## config.mk

```make
export PLATFORM = sky130hd
export DESIGN_NAME = spix_perm_flat
export DESIGN_NICKNAME = d
export VERILOG_FILES = /design/src/rtl/spix_pkg.sv /design/src/rtl/spix_perm_if.sv /design/src/rtl/sb64.sv /design/src/rtl/spix_step_const.sv /design/src/rtl/spix_perm.sv /design/src/flat_wrapper.sv
export SDC_FILE = /design/constraint.sdc
export NUM_CORES = 1
export LEC_CHECK = 0
export ABC_CLOCK_PERIOD_IN_PS = 9900
export BUFFER_PORTS_ARGS = -buffer_cell sky130_fd_sc_hd__buf_4
export CELL_PAD_IN_SITES_DETAIL_PLACEMENT = 0
export CELL_PAD_IN_SITES_GLOBAL_PLACEMENT = 1
export CORE_MARGIN = 5
export CORE_UTILIZATION = 42
export CTS_CLUSTER_DIAMETER = 30
export CTS_CLUSTER_SIZE = 16
export DETAILED_ROUTE_END_ITERATION = 8
export MAX_ROUTING_LAYER = met4
export PLACE_DENSITY = 0.83
export SLEW_MARGIN = 20
export SYNTH_ARGS = -nofsm -noshare
export SYNTH_HDL_FRONTEND = slang
export SYNTH_HIERARCHICAL = 1
export SYNTH_SLANG_ARGS = --single-unit
```

## constraint.sdc

```tcl
create_clock -name clk -period 9.9 [get_ports clk]
set_input_delay 0 -clock clk [delete_from_list [all_inputs] [get_ports clk]]
set_output_delay 0 -clock clk [all_outputs]
set_load 0.005 [all_outputs]
```

## src/rtl/spix_pkg.sv

```systemverilog
// spix_pkg: shared definitions for the SPIX permutation controller.
//   SPIX_STEPS / SPIX_SHORT_STEPS : step counts (full / reduced permutation)
//   RC0, RC1 : per-step 8-bit round-constant words for SB-A / SB-B
//   SC0, SC1 : per-step 8-bit step constants for the x0 / x2 mix
//   spix_step_k_t     : the four constants of one step, bundled
//   spix_perm_state_t : controller FSM states
package spix_pkg;

  localparam int SPIX_STEPS       = 18;
  localparam int SPIX_SHORT_STEPS = 9;

  // Upper bits of the step-constant word XORed into x0 / x2 during mixing.
  localparam logic [55:0] SPIX_SC_PAD = 56'hFF_FFFF_FFFF_FFFF;

  localparam logic [7:0] RC0 [SPIX_STEPS] = '{
    8'h07, 8'h04, 8'h06, 8'h25, 8'h17, 8'h1C, 8'h2E, 8'h30, 8'h38,
    8'h3C, 8'h39, 8'h15, 8'h0D, 8'h22, 8'h33, 8'h1F, 8'h35, 8'h29};
  localparam logic [7:0] RC1 [SPIX_STEPS] = '{
    8'h27, 8'h34, 8'h2E, 8'h19, 8'h35, 8'h0F, 8'h08, 8'h0C, 8'h0A,
    8'h29, 8'h3D, 8'h37, 8'h1B, 8'h12, 8'h1A, 8'h0E, 8'h11, 8'h3B};
  localparam logic [7:0] SC0 [SPIX_STEPS] = '{
    8'h08, 8'h29, 8'h1D, 8'h0B, 8'h1C, 8'h2E, 8'h20, 8'h07, 8'h17,
    8'h3F, 8'h26, 8'h21, 8'h0F, 8'h09, 8'h38, 8'h2D, 8'h19, 8'h2F};
  localparam logic [7:0] SC1 [SPIX_STEPS] = '{
    8'h64, 8'h50, 8'h72, 8'h5A, 8'h6D, 8'h56, 8'h4B, 8'h3E, 8'h47,
    8'h63, 8'h52, 8'h6E, 8'h43, 8'h58, 8'h5D, 8'h4A, 8'h79, 8'h2C};

  typedef struct packed {
    logic [7:0] rc0;
    logic [7:0] rc1;
    logic [7:0] sc0;
    logic [7:0] sc1;
  } spix_step_k_t;

  typedef enum logic [1:0] {
    ST_IDLE,
    ST_LOAD,
    ST_WAIT
  } spix_perm_state_t;

endpackage

```

## src/rtl/spix_perm_if.sv

```systemverilog
// spix_perm_if: request/result bundle between the AEAD mode controller
// (master) and spix_perm (slave).
//   start      : one-cycle permutation request
//   state_in   : 256-bit input state, subblock i = state_in[64*i +: 64]
//   short_perm : 9-step select, present only with SPIX_PERM_SHORT_EN
//   busy       : permutation in progress
//   done       : one-cycle completion pulse
//   state_out  : permuted state, held until the next start
interface spix_perm_if;
  logic         start;
  logic [255:0] state_in;
`ifdef SPIX_PERM_SHORT_EN
  logic         short_perm;
`endif
  logic         busy;
  logic         done;
  logic [255:0] state_out;

  modport master (
    output start, state_in,
`ifdef SPIX_PERM_SHORT_EN
    output short_perm,
`endif
    input  busy, done, state_out
  );

  modport slave (
    input  start, state_in,
`ifdef SPIX_PERM_SHORT_EN
    input  short_perm,
`endif
    output busy, done, state_out
  );
endinterface

```

## src/rtl/sb64.sv

```systemverilog
// sb64: Simeck-box, 8 unkeyed Simeck-64 rounds on one 64-bit subblock.
//   clk, rst : clock, asynchronous active-high reset
//   start    : latch x_in/rc this edge, then run one round per cycle
//   x_in     : {left, right} 32-bit halves
//   rc       : one constant bit per round, bit i used in round i
//   x_out    : result, stable while valid is high and until the next start
//   valid    : one-cycle pulse in the cycle after the eighth round
module sb64 (
  input  logic        clk,
  input  logic        rst,
  input  logic        start,
  input  logic [63:0] x_in,
  input  logic [7:0]  rc,
  output logic [63:0] x_out,
  output logic        valid
);

  logic [31:0] l, r;
  logic [7:0]  rc_q;
  logic [2:0]  cnt;
  logic        running;

  function automatic logic [31:0] simeck_f(input logic [31:0] x);
    return (x & {x[26:0], x[31:27]}) ^ {x[30:0], x[31]};
  endfunction

  // NOTE: sequential state is written only with non-blocking assignments so
  // every register samples pre-edge values, independent of statement order.
  always_ff @(posedge clk or posedge rst) begin
    if (rst) begin
      // NOTE: every register here is control or datapath flop state, so all of
      // it is reset; there is no memory array that would need to be exempt.
      l       <= '0;
      r       <= '0;
      rc_q    <= '0;
      cnt     <= '0;
      running <= 1'b0;
      valid   <= 1'b0;
    end else if (start) begin
      l       <= x_in[63:32];
      r       <= x_in[31:0];
      rc_q    <= rc;
      cnt     <= '0;
      running <= 1'b1;
      valid   <= 1'b0;
    end else if (running) begin
      // Round key is all ones except bit 0, which carries the constant bit.
      l     <= r ^ simeck_f(l) ^ {31'h7FFF_FFFF, rc_q[cnt]};
      r     <= l;
      cnt   <= cnt + 3'd1;
      if (cnt == 3'd7) begin
        running <= 1'b0;
        valid   <= 1'b1;
      end
    end else begin
      valid <= 1'b0;
    end
  end

  assign x_out = {l, r};

endmodule

```

## src/rtl/spix_step_const.sv

```systemverilog
// spix_step_const: combinational lookup of the per-step constants.
//   step : current step index (0 .. SPIX_STEPS-1)
//   k    : {rc0, rc1, sc0, sc1} for that step; zero beyond the table
// Kept as a separate block so an LFSR generator can replace the tables.
module spix_step_const
  import spix_pkg::*;
(
  input  logic [4:0]   step,
  output spix_step_k_t k
);

  always_comb begin
    // NOTE: the output gets a full default first, so no path leaves it
    // unassigned and no latch is inferred.
    k = '0;
    if (step < 5'(SPIX_STEPS)) begin
      k.rc0 = RC0[step];
      k.rc1 = RC1[step];
      k.sc0 = SC0[step];
      k.sc1 = SC1[step];
    end
  end

endmodule

```

## src/rtl/spix_perm.sv

```systemverilog
// spix_perm: sequencing controller for the 256-bit SPIX permutation.
//   clk, rst : clock, asynchronous active-high reset (also resets both SB64s)
//   bus      : spix_perm_if.slave -- start, state_in, [short_perm],
//              busy, done, state_out
// Each step: LOAD starts SB-A on x1 and SB-B on x3, WAIT holds until both
// report valid, then x0/x2 are mixed and the subblocks rotate.
// Optional feature macro: SPIX_PERM_SHORT_EN adds short_perm (9-step mode).
module spix_perm
  import spix_pkg::*;
(
  input  logic        clk,
  input  logic        rst,
  spix_perm_if.slave  bus
);

  spix_perm_state_t state;
  logic [63:0]      x0, x1, x2, x3;
  logic [4:0]       step;
  logic [4:0]       last_step;
  logic             busy_q, done_q, sb_start;
  spix_step_k_t     k;
  logic [63:0]      y1, y3;
  logic             valid_a, valid_b;
  logic [63:0]      mix0, mix2;

`ifdef SPIX_PERM_SHORT_EN
  logic             short_q;
  assign last_step = short_q ? 5'(SPIX_SHORT_STEPS - 1) : 5'(SPIX_STEPS - 1);
`else
  assign last_step = 5'(SPIX_STEPS - 1);
`endif

  spix_step_const u_const (
    .step (step),
    .k    (k)
  );

  sb64 u_sb_a (
    .clk   (clk),
    .rst   (rst),
    .start (sb_start),
    .x_in  (x1),
    .rc    (k.rc0),
    .x_out (y1),
    .valid (valid_a)
  );

  sb64 u_sb_b (
    .clk   (clk),
    .rst   (rst),
    .start (sb_start),
    .x_in  (x3),
    .rc    (k.rc1),
    .x_out (y3),
    .valid (valid_b)
  );

  assign mix0 = x0 ^ y1 ^ {SPIX_SC_PAD, k.sc0};
  assign mix2 = x2 ^ y3 ^ {SPIX_SC_PAD, k.sc1};

  always_ff @(posedge clk or posedge rst) begin
    if (rst) begin
      state    <= ST_IDLE;
      x0       <= '0;
      x1       <= '0;
      x2       <= '0;
      x3       <= '0;
      step     <= '0;
      busy_q   <= 1'b0;
      done_q   <= 1'b0;
      sb_start <= 1'b0;
`ifdef SPIX_PERM_SHORT_EN
      short_q  <= 1'b0;
`endif
    end else begin
      done_q   <= 1'b0;
      sb_start <= 1'b0;
      case (state)
        ST_IDLE: begin
          // The done cycle still belongs to the finishing permutation, so a
          // start seen alongside done is dropped; restart is the next cycle.
          if (bus.start && !done_q) begin
            x0       <= bus.state_in[63:0];
            x1       <= bus.state_in[127:64];
            x2       <= bus.state_in[191:128];
            x3       <= bus.state_in[255:192];
            step     <= '0;
            busy_q   <= 1'b1;
            sb_start <= 1'b1;
`ifdef SPIX_PERM_SHORT_EN
            short_q  <= bus.short_perm;
`endif
            state    <= ST_LOAD;
          end
        end
        ST_LOAD: begin
          state <= ST_WAIT;
        end
        ST_WAIT: begin
          // A lone valid from one box is a fault; keep waiting for both.
          if (valid_a && valid_b) begin
            x0   <= y1;
            x1   <= mix2;
            x2   <= y3;
            x3   <= mix0;
            step <= step + 5'd1;
            if (step == last_step) begin
              busy_q <= 1'b0;
              done_q <= 1'b1;
              state  <= ST_IDLE;
            end else begin
              sb_start <= 1'b1;
              state    <= ST_LOAD;
            end
          end
        end
        default: state <= ST_IDLE;
      endcase
    end
  end

  assign bus.busy      = busy_q;
  assign bus.done      = done_q;
  assign bus.state_out = {x3, x2, x1, x0};

endmodule
```

## src/flat_wrapper.sv

```systemverilog
// flat-port wrapper written by rule: the top's interface ports become plain ports
module spix_perm_flat import spix_pkg::*;
  (clk, rst, bus_start, bus_state_in, bus_busy, bus_done, bus_state_out);
  spix_perm_if bus_i ();
  input  logic clk;
  input  logic rst;
  input wire logic [$bits(bus_i.start)-1:0] bus_start;
  input wire logic [$bits(bus_i.state_in)-1:0] bus_state_in;
  output wire logic [$bits(bus_i.busy)-1:0] bus_busy;
  output wire logic [$bits(bus_i.done)-1:0] bus_done;
  output wire logic [$bits(bus_i.state_out)-1:0] bus_state_out;
  assign bus_i.start = bus_start;
  assign bus_i.state_in = bus_state_in;
  assign bus_busy = bus_i.busy;
  assign bus_done = bus_i.done;
  assign bus_state_out = bus_i.state_out;
  spix_perm u_core (.clk(clk), .rst(rst), .bus(bus_i));
endmodule
```

==> reports/results.tsv <==
metric	value	unit
status	finished, final reports clean	
hold_violations	0	
final-seq-area	10500	µm²
drv_slew	0	
met3_usage	0.0583	
ctsRootBufferMaster	clkbuf_16	
synth_seq_cells	420	
track_usage	0.338	
die_h	246	µm
reg2reg_slack	6.61	ns
num-fill-cells	4436	
r2r_cells	4	
area_growth	45.2	%
die_area	60300	µm²
path_class	flop to flop	
dp_hpwl	71.1	mm
async_reset_ff_frac	1.00	
rows	86	
min_path_type	input pin to asynchronous set/reset pin	
rsz0062_at_grt	false	
maxCapViolations	0	
met1_usage	0.396	
cts_buffer_depth	3	
vias	22328	
cts.sinks	420	
grt_pass1_vias	22700	
coreArea	55100	µm²
endpoint	u_core/x1[26]$_DFFE_PP0P_	
crit_fanout	192	
grt_start_max_net_pins	217	
peakVddDrop	0.253	mV
finalNetCount	3308	
drtAntennaViolNets	0	
yosysSeqAreaShare	0.451	
cp-end-kind	flop	
port_buffers	516	
multiInputGateArea	11800	µm²
gp_congestion	0.970	
clk_pin_slew	0.05	ns
cts_tree	yes	
wl_per_cell	26.6	µm
dr.pass1.iters	5	
clock_latency	0.65	ns
reg2reg_from	u_core/state[1]$_DFFE_PP0P_	
placed_cells	3413	
avgViaCountPerCell	5.76	
initial_utilization	0.423	
r2r-end	u_core/x1[26]$_DFFE_PP0P_	
cp.required	10.37	ns
worst_setup_path_start_kind	flop	
cts_resized	0	
syn_inst	2326	
grt_use_met2	0.547	
fin_crit_sh	0.332	
power.leakage	15.9	nW
startpoint	u_core/state[1]$_DFFE_PP0P_	
power_density	396	nW/µm²
postRouteWirelength	103	mm
die_width	246	µm
fin_worst_skew	0.0267	ns
drtIter0Drc	2042	
drc_errors	0	
drive_gt1_frac	0.244	
grt_pass1_wl	150	mm
fin_crit	3.29	ns
yosys.cell_types.count	52	
worstMarginPinSlew	1.32	ns
finalSetupTns	0	ns
fin_cells	3876	
synth_ff_type	dfrtp_1	
synth_area	23300	µm²
yosys_warnings	6	
h-tree-depth	3	
finalSetupViolations	0	
io-pin-count	517	
grt-ovfl-total	0	
grt_antenna_before_repair	5	
relSlewSlack	0.118	
syn_avg_cell_area	10.0	µm²
synth_edf_count	0	
grt-busiest-layer	met2	
crit_arrival	3.76	ns
numCtsBuffers	107	
hold_ws	0.00433	ns
fmax	0.304	GHz
stage by stage:
stage,util,setup slack [ns],area (µm²),total power [mW]
after detailed placement,0.496,6.68,27400,9.56
after global routing,0.614,6.50,33800,14.0
after floorplan,-,2.57,23300,7.03
after global placement,0.496,6.75,27400,9.39
after CTS,0.613,6.67,33800,13.4
final,0.614,6.61,33800,13.4
per-layer routing:
| metal | share of wire | wire length (µm) |
|---|---|---|
| met5 | 0 | 0 |
| met2 | 0.48 | 49800 |
| met3 | 0.072 | 7390 |
| met4 | 0.071 | 7310 |
| met1 | 0.37 | 38700 |
Yosys cell counts, types with 8 or more instances:
library cell | count | area share
dfrtp_1 | 420 | 0.45
o31ai_1 | 11 | 0.0035
ha_1 | 14 | 0.0075
o211ai_1 | 24 | 0.0077
mux2i_1 | 358 | 0.15
buf_6 | 22 | 0.011
xor2_1 | 26 | 0.0098
nor2_1 | 17 | 0.0027
a211oi_1 | 54 | 0.017
nand4_1 | 10 | 0.0027
clkbuf_1 | 92 | 0.015
nor2b_1 | 11 | 0.0030
buf_2 | 48 | 0.010
mux2_2 | 17 | 0.0082
xnor2_1 | 186 | 0.070
nand3_1 | 292 | 0.063
buf_4 | 13 | 0.0042
o21ai_1 | 160 | 0.034
buf_1 | 28 | 0.0045
nand2b_1 | 18 | 0.0048
o22ai_1 | 8 | 0.0021
a21oi_1 | 70 | 0.015
a21o_1 | 53 | 0.017
inv_1 | 12 | 0.0019
nand2_1 | 131 | 0.021
o21ai_2 | 9 | 0.0034
o21ai_0 | 173 | 0.037
worst min path at each step:
stage	start	endpoint	slack, ns	depth (start not counted)
final	rst	u_core/x1[33]$_DFFE_PP0P_	0.004	3
after global routing	rst	u_core/x1[33]$_DFFE_PP0P_	0.07	3
after CTS	rst	u_core/step[2]$_DFFE_PP0P_	0.03	3
after detailed placement	rst	u_core/u_sb_b/r[7]$_DFFE_PP0P_	-0.05	2
after global placement	rst	u_core/u_sb_b/r[7]$_DFFE_PP0P_	-0.06	2
after floorplan	bus_state_in[70]	u_core/x1[6]$_DFFE_PP0P_	0.17	2
cells in the final DEF, fill, tap and decap left out, drive strengths merged, types with 11 or more instances in the layout:
| master | Yosys | layout |
|---|---|---|
| nand2 | 131 | 131 |
| nor2 | 17 | 17 |
| mux2i | 358 | 358 |
| a21oi | 70 | 70 |
| xor2 | 26 | 26 |
| o31ai | 11 | 11 |
| bufinv | 0 | 16 |
| o211ai | 25 | 25 |
| inv | 12 | 13 |
| buf | 111 | 538 |
| o21ai | 342 | 342 |
| clkinv | 0 | 30 |
| clkbuf | 92 | 141 |
| dfrtp | 420 | 420 |
| nand3 | 292 | 292 |
| nor2b | 11 | 11 |
| xnor2 | 186 | 186 |
| a211oi | 54 | 54 |
| ha | 14 | 14 |
| dlygate4sd3 | 0 | 259 |
| nand2b | 18 | 18 |
| mux2 | 17 | 17 |
| a21o | 53 | 53 |
flip-flops by register name, summed over array words and instances (netlist names):
signal / count
u_core/x0: 64
u_core/x1: 64
u_core/x2: 64
u_core/x3: 64
u_core/u_sb_a/l: 32
u_core/u_sb_a/r: 32
u_core/u_sb_b/l: 32
u_core/u_sb_b/r: 32
u_core/u_sb_a/rc_q: 8
u_core/u_sb_b/rc_q: 8
u_core/step: 5
u_core/u_sb_a/cnt: 3
u_core/u_sb_b/cnt: 3
u_core/state: 2
u_core/bus.busy: 1
u_core/bus.done: 1
u_core/sb_start: 1
u_core/u_sb_a/running: 1
u_core/u_sb_a/valid: 1
u_core/u_sb_b/running: 1
u_core/u_sb_b/valid: 1
worst max-delay path, cell delays in order, from the launching register on:
cell,delay (ns)
dfrtp_1,0.47
or4b_4,0.75
and2_4,0.73
buf_12,0.70
o21ai_0,0.23
power by group:
part	switching [mW]	leakage [nW]	internal [mW]
clock network	1.11	1.88	2.56
registers	1.60	5.16	2.58
logic	2.82	8.82	2.74
total	5.53	15.9	7.88
area by class of cell:
cell class | instances | share of cell area
Clock inverter | 55 | 0.0232
Sequential cell | 420 | 0.311
Multi-Input combinational cell | 1697 | 0.348
Antenna cell | 6 | 0.000444
Timing Repair Buffer | 797 | 0.199
Clock buffer | 141 | 0.0900
Tap cell | 748 | 0.0277
Inverter | 12 | 0.00163
repair_timing:
| action | 4_1_cts | 5_1_grt |
|---|---|---|
| setup buffers | 0 | 0 |
| hold endpoints to repair | 455 | 0 |
| endpoints found under the setup margin | 0 | 0 |
| hold buffers | 259 | 0 |
kinds of logic after synthesis:
| kind of cell | Yosys count | share of synthesized area |
|---|---|---|
| AOI/OAI and AO/OA | 580 | 0.144 |
| and+or+nand+nor | 505 | 0.105 |
| DFF | 420 | 0.451 |
| muxes | 379 | 0.166 |
| buffers and inverters | 215 | 0.0464 |
| xor gates and xnor gates | 212 | 0.0796 |
| adders and majority gates | 14 | 0.00751 |
| other | 1 | 0.000161 |
No activity file was read; power rests on OpenSTA's default activity.
